## src/rtl/a1csa_pipe.sv

```systemverilog
// a1csa_pipe: pipelined add-one carry-select adder, one SEG-bit segment per stage, valid/ready flow control.
// Optional subtract mode is enabled by defining A1CSA_PIPE_SUB_EN.
module a1csa_pipe #(
  parameter int N   = 64,
  parameter int SEG = 16
) (
  input  logic         clk,
  input  logic         rst_n,
  input  logic         in_valid,
  output logic         in_ready,
  input  logic         cin,
`ifdef A1CSA_PIPE_SUB_EN
  input  logic         sub,
`endif
  input  logic [N-1:0] a,
  input  logic [N-1:0] b,
  output logic         out_valid,
  input  logic         out_ready,
  output logic [N-1:0] s,
  output logic         cout,
  output logic         gen,
  output logic         prop
);
  localparam int STAGES = N / SEG;
  logic         en;
  logic [N-1:0] b_eff;
  logic         c_eff;
  logic [N-1:0] ra [STAGES];
  logic [N-1:0] rb [STAGES];
  logic [N-1:0] rs [STAGES];
  logic         rv [STAGES];
  logic         rc [STAGES];
  logic         rg [STAGES];
  logic         rp [STAGES];
  assign en       = !out_valid | out_ready;
  assign in_ready = en;
`ifdef A1CSA_PIPE_SUB_EN
  assign b_eff = sub ? ~b : b;
  assign c_eff = sub | cin;
`else
  assign b_eff = b;
  assign c_eff = cin;
`endif
  for (genvar i = 0; i < STAGES; i++) begin : stg
    logic [N-1:0]   a_in, b_in, s_in, s_nx;
    logic           v_in, c_in, g_in, p_in;
    logic [SEG-1:0] sa, sb, sum1;
    logic [SEG:0]   sum0;
    logic           gk, pk;
    if (i == 0) begin : head
      assign a_in = a;
      assign b_in = b_eff;
      assign s_in = '0;
      assign v_in = in_valid;
      assign c_in = c_eff;
      assign g_in = 1'b0;
      assign p_in = 1'b1;
    end else begin : body
      assign a_in = ra[i-1];
      assign b_in = rb[i-1];
      assign s_in = rs[i-1];
      assign v_in = rv[i-1];
      assign c_in = rc[i-1];
      assign g_in = rg[i-1];
      assign p_in = rp[i-1];
    end
    assign sa   = a_in[i*SEG +: SEG];
    assign sb   = b_in[i*SEG +: SEG];
    assign sum0 = {1'b0, sa} + {1'b0, sb};
    assign sum1 = sa + sb + SEG'(1);
    assign gk   = sum0[SEG];
    assign pk   = &(sa ^ sb);
    // insert this segment's carry-selected sum into the beat's accumulated sum
    always_comb begin
      s_nx = s_in;
      s_nx[i*SEG +: SEG] = c_in ? sum1 : sum0[SEG-1:0];
    end
    // stage register: advances only on global enable, cleared asynchronously
    always_ff @(posedge clk or negedge rst_n)
      if (!rst_n) begin
        rv[i] <= 1'b0;
        ra[i] <= '0;
        rb[i] <= '0;
        rs[i] <= '0;
        rc[i] <= 1'b0;
        rg[i] <= 1'b0;
        rp[i] <= 1'b0;
      end else if (en) begin
        rv[i] <= v_in;
        ra[i] <= a_in;
        rb[i] <= b_in;
        rs[i] <= s_nx;
        rc[i] <= gk | (pk & c_in);
        rg[i] <= gk | (pk & g_in);
        rp[i] <= pk & p_in;
      end
  end
  assign out_valid = rv[STAGES-1];
  assign s         = rs[STAGES-1];
  assign cout      = rc[STAGES-1];
  assign gen       = rg[STAGES-1];
  assign prop      = rp[STAGES-1];
endmodule

```

## config.mk

```make
export PLATFORM = sky130hd
export DESIGN_NAME = a1csa_pipe
export DESIGN_NICKNAME = d
export VERILOG_FILES = /design/src/rtl/a1csa_pipe.sv
export SDC_FILE = /design/constraint.sdc
export NUM_CORES = 1
export LEC_CHECK = 0
export BUFFER_PORTS_ARGS = -buffer_cell sky130_fd_sc_hd__buf_4
export CORE_UTILIZATION = 40
export CTS_CLUSTER_DIAMETER = 40
export DETAILED_ROUTE_END_ITERATION = 10
export GPL_TIMING_DRIVEN = 1
export HOLD_SLACK_MARGIN = 0.12
export PLACE_DENSITY = 0.59
export SLEW_MARGIN = 5
export SYNTH_ARGS = -nofsm -noshare
export SYNTH_HDL_FRONTEND = slang
export SYNTH_SLANG_ARGS = --single-unit
```

## constraint.sdc

```tcl
create_clock -name clk -period 3.05 [get_ports clk]
set_clock_uncertainty 0.15 [all_clocks]
set_input_delay 0.61 -clock clk [delete_from_list [all_inputs] [get_ports clk]]
set_output_delay 0.61 -clock clk [all_outputs]
set_load 0.01 [all_outputs]
```

Word-level counts from Yosys, hierarchy flattened:

Index checks and enable logic that the tools add are counted.

* reduce and logical (&&, ||, !) cells: 5
* bitwise gates (word level): 22
* mux-type cells: 4
* $add $sub $neg: 12

Operators by type and width (number)
* $add A16 B16 Y17: 4
* $add A16 B1 Y16 const B: 4
* $add A16 B16 Y16: 4
* $mux W16: 4
* $reduce_and A16 Y1: 4
* $xor A16 B16 Y16: 4
* $and A1 B1 Y1: 10
* $or A1 B1 Y1: 8
* $logic_not A1 Y1: 1

* register bits: 560
* bits of input ports: 133
* word-level logic and storage cells: 69

Depth between registers and ports, before layout:

Gate-level depths: netlist of the first run.

* depth after elaboration: 4
* mapped depth: 10
* depth with buffers taken out: 10

Worst setup path after synthesis of the first run:

No wires, ideal clock.

* path type: input to register
* from: in a[0]
* to: reg rs, in the netlist stg[1].s_in[12]
* buffers on the path: 0
* library setup time: 0.142 ns
* stages on the path: 10
* slack: 0.538 ns
* arrival time: 2.220 ns
* cell sequence: inv_1 -> ha_1 -> inv_1 -> fa_1 -> nor2b_1 -> o311ai_1 -> a211oi_1 -> o21ai_0 -> xnor2_1 -> a21oi_1

* word-level cells in the longest chain between the ends: 3
* elaborated cells between the ends (all ways): 4
* those cells by class: 3 x add/sub; 1 x mux

RTL lines
* start: declaration: RTL line 15 `input logic [N-1:0] a,`
* $add A16 B16 Y16: RTL line 70 `assign sum1 = sa + sb + SEG'(1);`
* $add A16 B1 Y16: RTL line 70
* $mux W16 *: RTL line 76 `s_nx[i*SEG +: SEG] = c_in ? sum1 : sum0[SEG-1:0];`
* end signal: indexed assignment: RTL line 92 `rs[i] <= s_nx;`
* end: declaration: RTL line 30 `logic [N-1:0] rs [STAGES];`

Every way passes the cells marked *; elsewhere a longest branch is shown, timed or not.
A chain may end at the register's enable or synchronous reset.

Worst setup path after layout of the first run:

* from: reg ra, in the netlist stg[2].a_in[32]
* to: reg rs, in the netlist stg[3].s_in[42]

* word-level cells in the longest chain between the ends: 3
* elaborated cells between the ends (all ways): 4
* those cells by class: 3 x add/sub; 1 x mux

RTL lines
* start: declaration: RTL line 28 `logic [N-1:0] ra [STAGES];`
* start signal: indexed assignment: RTL line 90 `ra[i] <= a_in;`
* $add A16 B16 Y16: RTL line 70
* $add A16 B1 Y16: RTL line 70
* $mux W16 *: RTL line 76

Marked as above.

==> results of run 1 <==
[critical path, stage by stage, from the launching register on]
cell      delay [ps]
dfrtp_1          380
inv_1            110
ha_1             150
inv_1             50
fa_1             370
nand2b_1         190
a41oi_1          380
nor2_1           120
o41a_1           390
xnor2_1          250
a21oi_1          110
[state kept, by name, indices dropped and copies added (netlist names)]
name / cells
gen: 1
out_valid: 1
cout: 1
stg.v_in: 3
stg.b_in: 96
stg.p_in: 3
stg.c_in: 3
prop: 1
s: 64
stg.g_in: 3
stg.a_in: 96
stg.s_in: 96
[area by class of cell]
cell class | instances | area [um^2] | share of cell area
Clock buffer | 71 | 1559 | 0.06947
Clock inverter | 29 | 415.4 | 0.01851
Inverter | 36 | 142.6 | 0.006356
Multi-Input combinational cell | 1523 | 7639 | 0.3404
Sequential cell | 368 | 9209 | 0.4103
Tap cell | 577 | 721.9 | 0.03217
Timing Repair Buffer | 318 | 2755 | 0.1228
[what timing repair did]
| action | 4_1_cts | 5_1_grt |
|---|---|---|
| hold endpoints to repair | 138 | 0 |
| endpoints found under the setup margin | 0 | 0 |
| hold buffers | 94 | 0 |
| resized for setup | 0 | 0 |
[worst max path at each step]
stage / startpoint / endpoint / cells after the start
6_report: stg[2].a_in[32] / stg[3].s_in[42] / 10
5_1_grt: stg[2].a_in[32] / stg[3].s_in[44] / 10
4_1_cts: stg[2].a_in[32] / stg[3].s_in[42] / 10
3_5_place_dp: a[0] / stg[1].s_in[12] / 13
3_3_place_gp: a[0] / stg[1].s_in[12] / 13
2_1_floorplan: a[0] / stg[1].s_in[12] / 10
[layout by cell type (no fill, tap or decap), types with 9 or more instances in the layout]
cell / count
nand2_1: 938
dfrtp_1: 368
inv_1: 35
dlygate4sd3_1: 94
buf_4: 213
buf_12: 10
o21a_1: 9
nor3_1: 20
o21ai_0: 68
xnor2_1: 28
nor2_1: 87
a21oi_1: 101
ha_1: 72
clkbuf_16: 57
nor2b_1: 14
xor2_1: 19
nand3_1: 21
a21o_1: 18
[metrics by stage]
step	power, mW	std cells	area, um^2	worst slack, ps	hold slack (ps)
final	24.41	2922	22440	262.4	140.7
after global routing	26.27	2922	22440	108.7	135.3
after CTS	24.63	2922	22440	270.7	121.6
after detailed placement	17.74	2728	19530	139.1	305.3
after global placement	17.57	2728	19530	125.5	299.3
after floorplan	14.39	2020	17340	538.3	164.4
[report_power, final]
part	leakage, nW	switching, mW	internal, mW
logic	5.96	5.50	3.80
registers	4.43	1.43	7.01
clock network	0.965	2.35	4.31
total	11.4	9.29	15.1
[routing by layer]
layer,vias up,global-route usage
li1,7121,-
met1,6871,0.3083
met2,283,0.3245
met3,74,0.03308
met4,0,0.06720
met5,-,0
[cell families (layout without fill, tap and decap cells)]
logic type | after synthesis | in the layout | synth area share
AND/OR/NAND/NOR | 1118 | 1118 | 0.2540
flip-flops | 368 | 368 | 0.5312
AO/OA/AOI/OAI | 274 | 274 | 0.09895
buffers and inverters | 129 | 454 | 0.02865
adder cells (fa/ha/maj) | 80 | 80 | 0.06120
XOR/XNOR | 47 | 47 | 0.02374
multiplexers | 4 | 4 | 0.002310
==> run_results.csv, run 1 <==
group,metric,value,unit
timing,grt_setup_unrepaired,"no",
cts,clkTransAtPathRegs,60,ps
route,wl_met2,20430,um
worst_setup_path,cp-start-kind,"flop",
timing,fin_tns_setup,0,ps
synthesis,synth_area_leaders,"dfrtp_1 53%, nand2_1 20%, ha_1 5.2%",
cells_and_area,finish.utilization,0.5303,
global_routing,grt_pass1_vias,14150,
synthesis,syn_area_per_cell,8.582,um^2
global_routing,grt_pass1_wl,74950,um
placement,port_buffers,201,
pwr,vdd.ir_drop.worst,0.0004573,V
floorplan,die_area,0.04418,mm^2
cts,cts_buffer_depth,3,
timing,finalCriticalPeriod,2788,ps
cells_and_area,drive_gt1_frac,0.1416,
route,dr_wl_met3,2028,um
route,ant_nets,0,
global_routing,grt_usage,0.2121,
cts,htreeDepth,2,
worst_setup_path,rr_endpoint,"stg[3].s_in[42]",
worst_setup_path,ff2ff_path_depth,10,
route,drc,0,
cells_and_area,n_antenna_cell,0,
synthesis,yosys.area.top_type,"dfrtp_1",
worst_setup_path,cp_max_fo,3,
global_routing,grt-ovfl-total,0,
synthesis,seq_area_frac_synth,0.5312,
floorplan,coreArea,0.04232,mm^2
timing,worst_pin_slew,998.3,ps
worst_setup_path,path_class,"reg2reg",
route,post_drt_wl_per_cell,15.72,um
floorplan,die_x,210.2,um
floorplan,ioPinCount,202,
cts,clock-root-buffer,"clkbuf_16",
synthesis,synthCells,2020,
synthesis,yosysMostFrequentCell,"nand2_1",
synthesis,synth-edff-count,0,
timing,fmax,0.3587,GHz
synthesis,synth_nets,2233,
synthesis,synth.ff_latch_count,368,
synthesis,synth_top_area_share,0.5312,
cts,clkLatencyLatePin,580,ps
placement,hpwl,32320,um
route,drt-pass1-iter-count,5,
min_path,hold_path_end,"stg[1].b_in[24]",
cells_and_area,nFillCells,3932,
route,viasPerCell,4.911,
min_path,hold_start,"b[24]",
cts,cts_buffers,54,
timing,finalCritPeriodShare,0.9140,
worst_setup_path,r2r_slack,260,ps
worst_setup_path,crit_path_end_kind,"flop",
worst_setup_path,cp.required,3350,ps
synthesis,async_flop_share,1.000,
timing,setup_violations,0,
synthesis,syn_area,0.01734,mm^2
status,status,"completed",
timing,slew_headroom,0.3345,
route,routed_wl,45920,um
route,wl_met1,22430,um
route,drt_iter0_markers,1112,
worst_setup_path,r2r_start,"stg[2].a_in[32]",
min_path,hold_class,"in2reg",
route,top_layer,"met4",
timing,slew_viol_final,0,
floorplan,num_rows,75,
floorplan,die_h,210.2,um
pwr,power_density,1088,mW/mm^2
global_routing,antenna_found_initial,0,
cts,cts_tree,"yes",
cts,cts_setup_buffers,0,
route,vias,14350,
min_path,hold_depth,3,
synthesis,yosys_warnings,0,
pwr,static-leakage-power,11.35,nW
cells_and_area,nets,2514,
cts,clock-sinks,368,
synthesis,synth_commonest_cells,"938 x nand2_1, 368 x dfrtp_1, 101 x a21oi_1, 87 x nor2_1, 86 x clkbuf_1",
placement,routabilityCongestion,0.8583,
floorplan,start_util,0.4096,
synthesis,synth_cell_types,68,
synthesis,synthFlopType,"dfrtp_1",
job,drv_cap,0,
worst_setup_path,crit_arrival,3090,ps
timing,hold_violations,0,
cells_and_area,area_delta_synth_final,29.45,%
global_routing,grt_max_degree,116,
Power figures use the tool's default switching activity.
==> run 2, diff against run 1 <==
--- a/config.mk
+++ b/config.mk
@@ -6,6 +6,7 @@
 export NUM_CORES = 1
 export LEC_CHECK = 0
 export BUFFER_PORTS_ARGS = -buffer_cell sky130_fd_sc_hd__buf_4
+export CORE_ASPECT_RATIO = 1.25
 export CORE_UTILIZATION = 40
 export CTS_CLUSTER_DIAMETER = 40
 export DETAILED_ROUTE_END_ITERATION = 10
==> run_results.csv, run 2 (same netlist as run 1, synthesis figures left out) <==
group,metric,value,unit
worst_setup_path,crit_family,"compound AO/OA/AOI/OAI gates",
pwr,p_sw_frac,0.3763,
route,drc,0,
worst_setup_path,slowest_stage,"dfrtp_1",
worst_setup_path,path_class,"reg2reg",
timing,grt_setup_unrepaired,"no",
route,vias,14260,
global_routing,grt-ovfl-total,0,
cts,cts_buffers,53,
timing,slew_viol_final,0,
worst_setup_path,r2r_slack,410,ps
cts,clock-root-buffer,"clkbuf_16",
floorplan,num_rows,84,
timing,slew_headroom,0.6184,
floorplan,ioPinCount,202,
route,drt_iter0_markers,709,
job,drv_cap,0,
timing,fmax,0.3794,GHz
cells_and_area,nets,2511,
cells_and_area,area_delta_synth_final,28.79,%
route,wl_met2,22240,um
global_routing,grt_usage,0.2028,
pwr,combPwrFrac,0.381,
status,status,"completed",
timing,finalCriticalPeriod,2636,ps
floorplan,die_x,188.2,um
cts,cts_setup_buffers,0,
min_path,hold_class,"in2reg",
pwr,p_sw,8.990,mW
floorplan,coreArea,0.04236,mm^2
worst_setup_path,cp_common_cell,"inv_1",
floorplan,start_util,0.4093,
worst_setup_path,ff2ff_path_depth,10,
worst_setup_path,crit_chain,"inv_1 > ha_1 > inv_1 > fa_1 > nand2b_1 > a41oi_1 > o21ai_0 > a21boi_0 > xor2_1 > a21oi_1",
worst_setup_path,cp-start-kind,"flop",
pwr,vdd.ir_drop.worst,0.0006581,V
cts,cts_tree,"yes",
global_routing,grt_pass1_vias,14390,
pwr,p_int,14.90,mW
timing,hold-worst-slack,136.9,ps
placement,dp_cells,2714,
route,routed_wl,43930,um
worst_setup_path,endpoint,"stg[3].s_in[44]",
cts,cts_hold_buf,88,
placement,port_buffers,201,
pwr,pwr-share-seq,0.347,
cells_and_area,n_antenna_cell,0,
route,post_drt_wl_per_cell,15.15,um
cts,cts_buffer_depth,3,
placement,routabilityCongestion,0.8604,
global_routing,grt_max_degree,134,
worst_setup_path,crit_path_end_kind,"flop",
worst_setup_path,cp-startpoint,"stg[2].a_in[32]",
placement,hpwl,30670,um
timing,fin_tns_setup,0,ps
pwr,clkPwrFrac,0.273,
cells_and_area,final_common_cell,"nand2_1",
timing,hold_violations,0,
worst_setup_path,cp.required,3330,ps
global_routing,antenna_found_initial,0,
timing,finalCritPeriodShare,0.8642,
global_routing,grt_pass1_wl,73080,um
worst_setup_path,cp_max_fo,3,
cts,cts.repair.resized,0,
timing,setup_violations,0,
route,ant_nets,0,
cells_and_area,layoutNonFillerInstCount,2900,
cts,clkTransAtPathRegs,60,ps
cts,clock-sinks,368,
cells_and_area,drive_gt1_frac,0.1431,
worst_setup_path,slowest_delay,380,ps
timing,worst_pin_slew,572.3,ps
floorplan,die_area,0.04418,mm^2
cells_and_area,finish.utilization,0.5271,
floorplan,die_h,234.8,um
route,dr_wl_met3,1579,um
pwr,power_density,1070,mW/mm^2
pwr,static-leakage-power,11.31,nW
worst_setup_path,r2r_start,"stg[2].a_in[32]",
route,viasPerCell,4.917,
pwr,total_power,23.89,mW
cts,clkLatencyLatePin,570,ps
cells_and_area,seq_area,0.009209,mm^2
cells_and_area,final_cell_mix,"938 x nand2_1, 368 x dfrtp_1, 217 x buf_4",
route,top_layer,"met4",
worst_setup_path,cp.depth,10,
worst_setup_path,cp_num_buf_inv,2,
route,drt-pass1-iter-count,5,
worst_setup_path,rr_endpoint,"stg[3].s_in[44]",
worst_setup_path,crit_arrival,2910,ps
cells_and_area,nFillCells,3999,
route,wl_met1,19070,um
cts,htreeDepth,2,
cells_and_area,multiInputGateArea,0.007639,mm^2
[run 2: tightest hold or removal path, stage by stage]
cell and delay (ps):
buf_4 100, nand2_1 50, nand2_1 60
[run 2: layout make-up]
class                           instances  share of cell area
Tap cell                              559             0.03133
Sequential cell                       368              0.4124
Clock inverter                         36             0.02197
Multi-Input combinational cell       1523              0.3421
Clock buffer                           62             0.06372
Timing Repair Buffer                  316              0.1221
Inverter                               36            0.006388
[run 2: per-stage QoR]
stage / worst slack (ps) / area (um^2)
floorplan: 538.3 / 17340
global placement: 130.3 / 19530
detailed placement: 175.2 / 19530
CTS: 376.9 / 22330
global route: 135.1 / 22330
finish: 414.3 / 22330
[run 2: worst min-delay path by stage]
stage | slack, ps | end | cells past startpoint | from
after floorplan | 160 | cout | 0 | rst_n
after global placement | 290 | stg[3].v_in | 2 | stg[3].v_in
final | 140 | stg[1].b_in[60] | 3 | b[60]
after global routing | 130 | stg[1].b_in[60] | 3 | b[60]
after detailed placement | 300 | stg[3].v_in | 2 | stg[3].v_in
after CTS | 120 | stg[1].b_in[32] | 3 | b[32]
[run 2: power groups by stage]
stage               logic, mW  registers [mW]  clock network (mW)
floorplan                6.23            8.15                   0
global placement         8.98            8.31                   0
detailed placement       9.11            8.38                   0
CTS                      9.25            8.31                6.68
global route             10.4            8.55                6.88
finish                   9.10            8.28                6.51
[run 2: routing by layer]
layer  global-route usage  up-vias
met2               0.3552      262
met5                    0        -
met1               0.2573     6801
met3              0.02763       74
met4              0.06381        0
li1                     -     7121
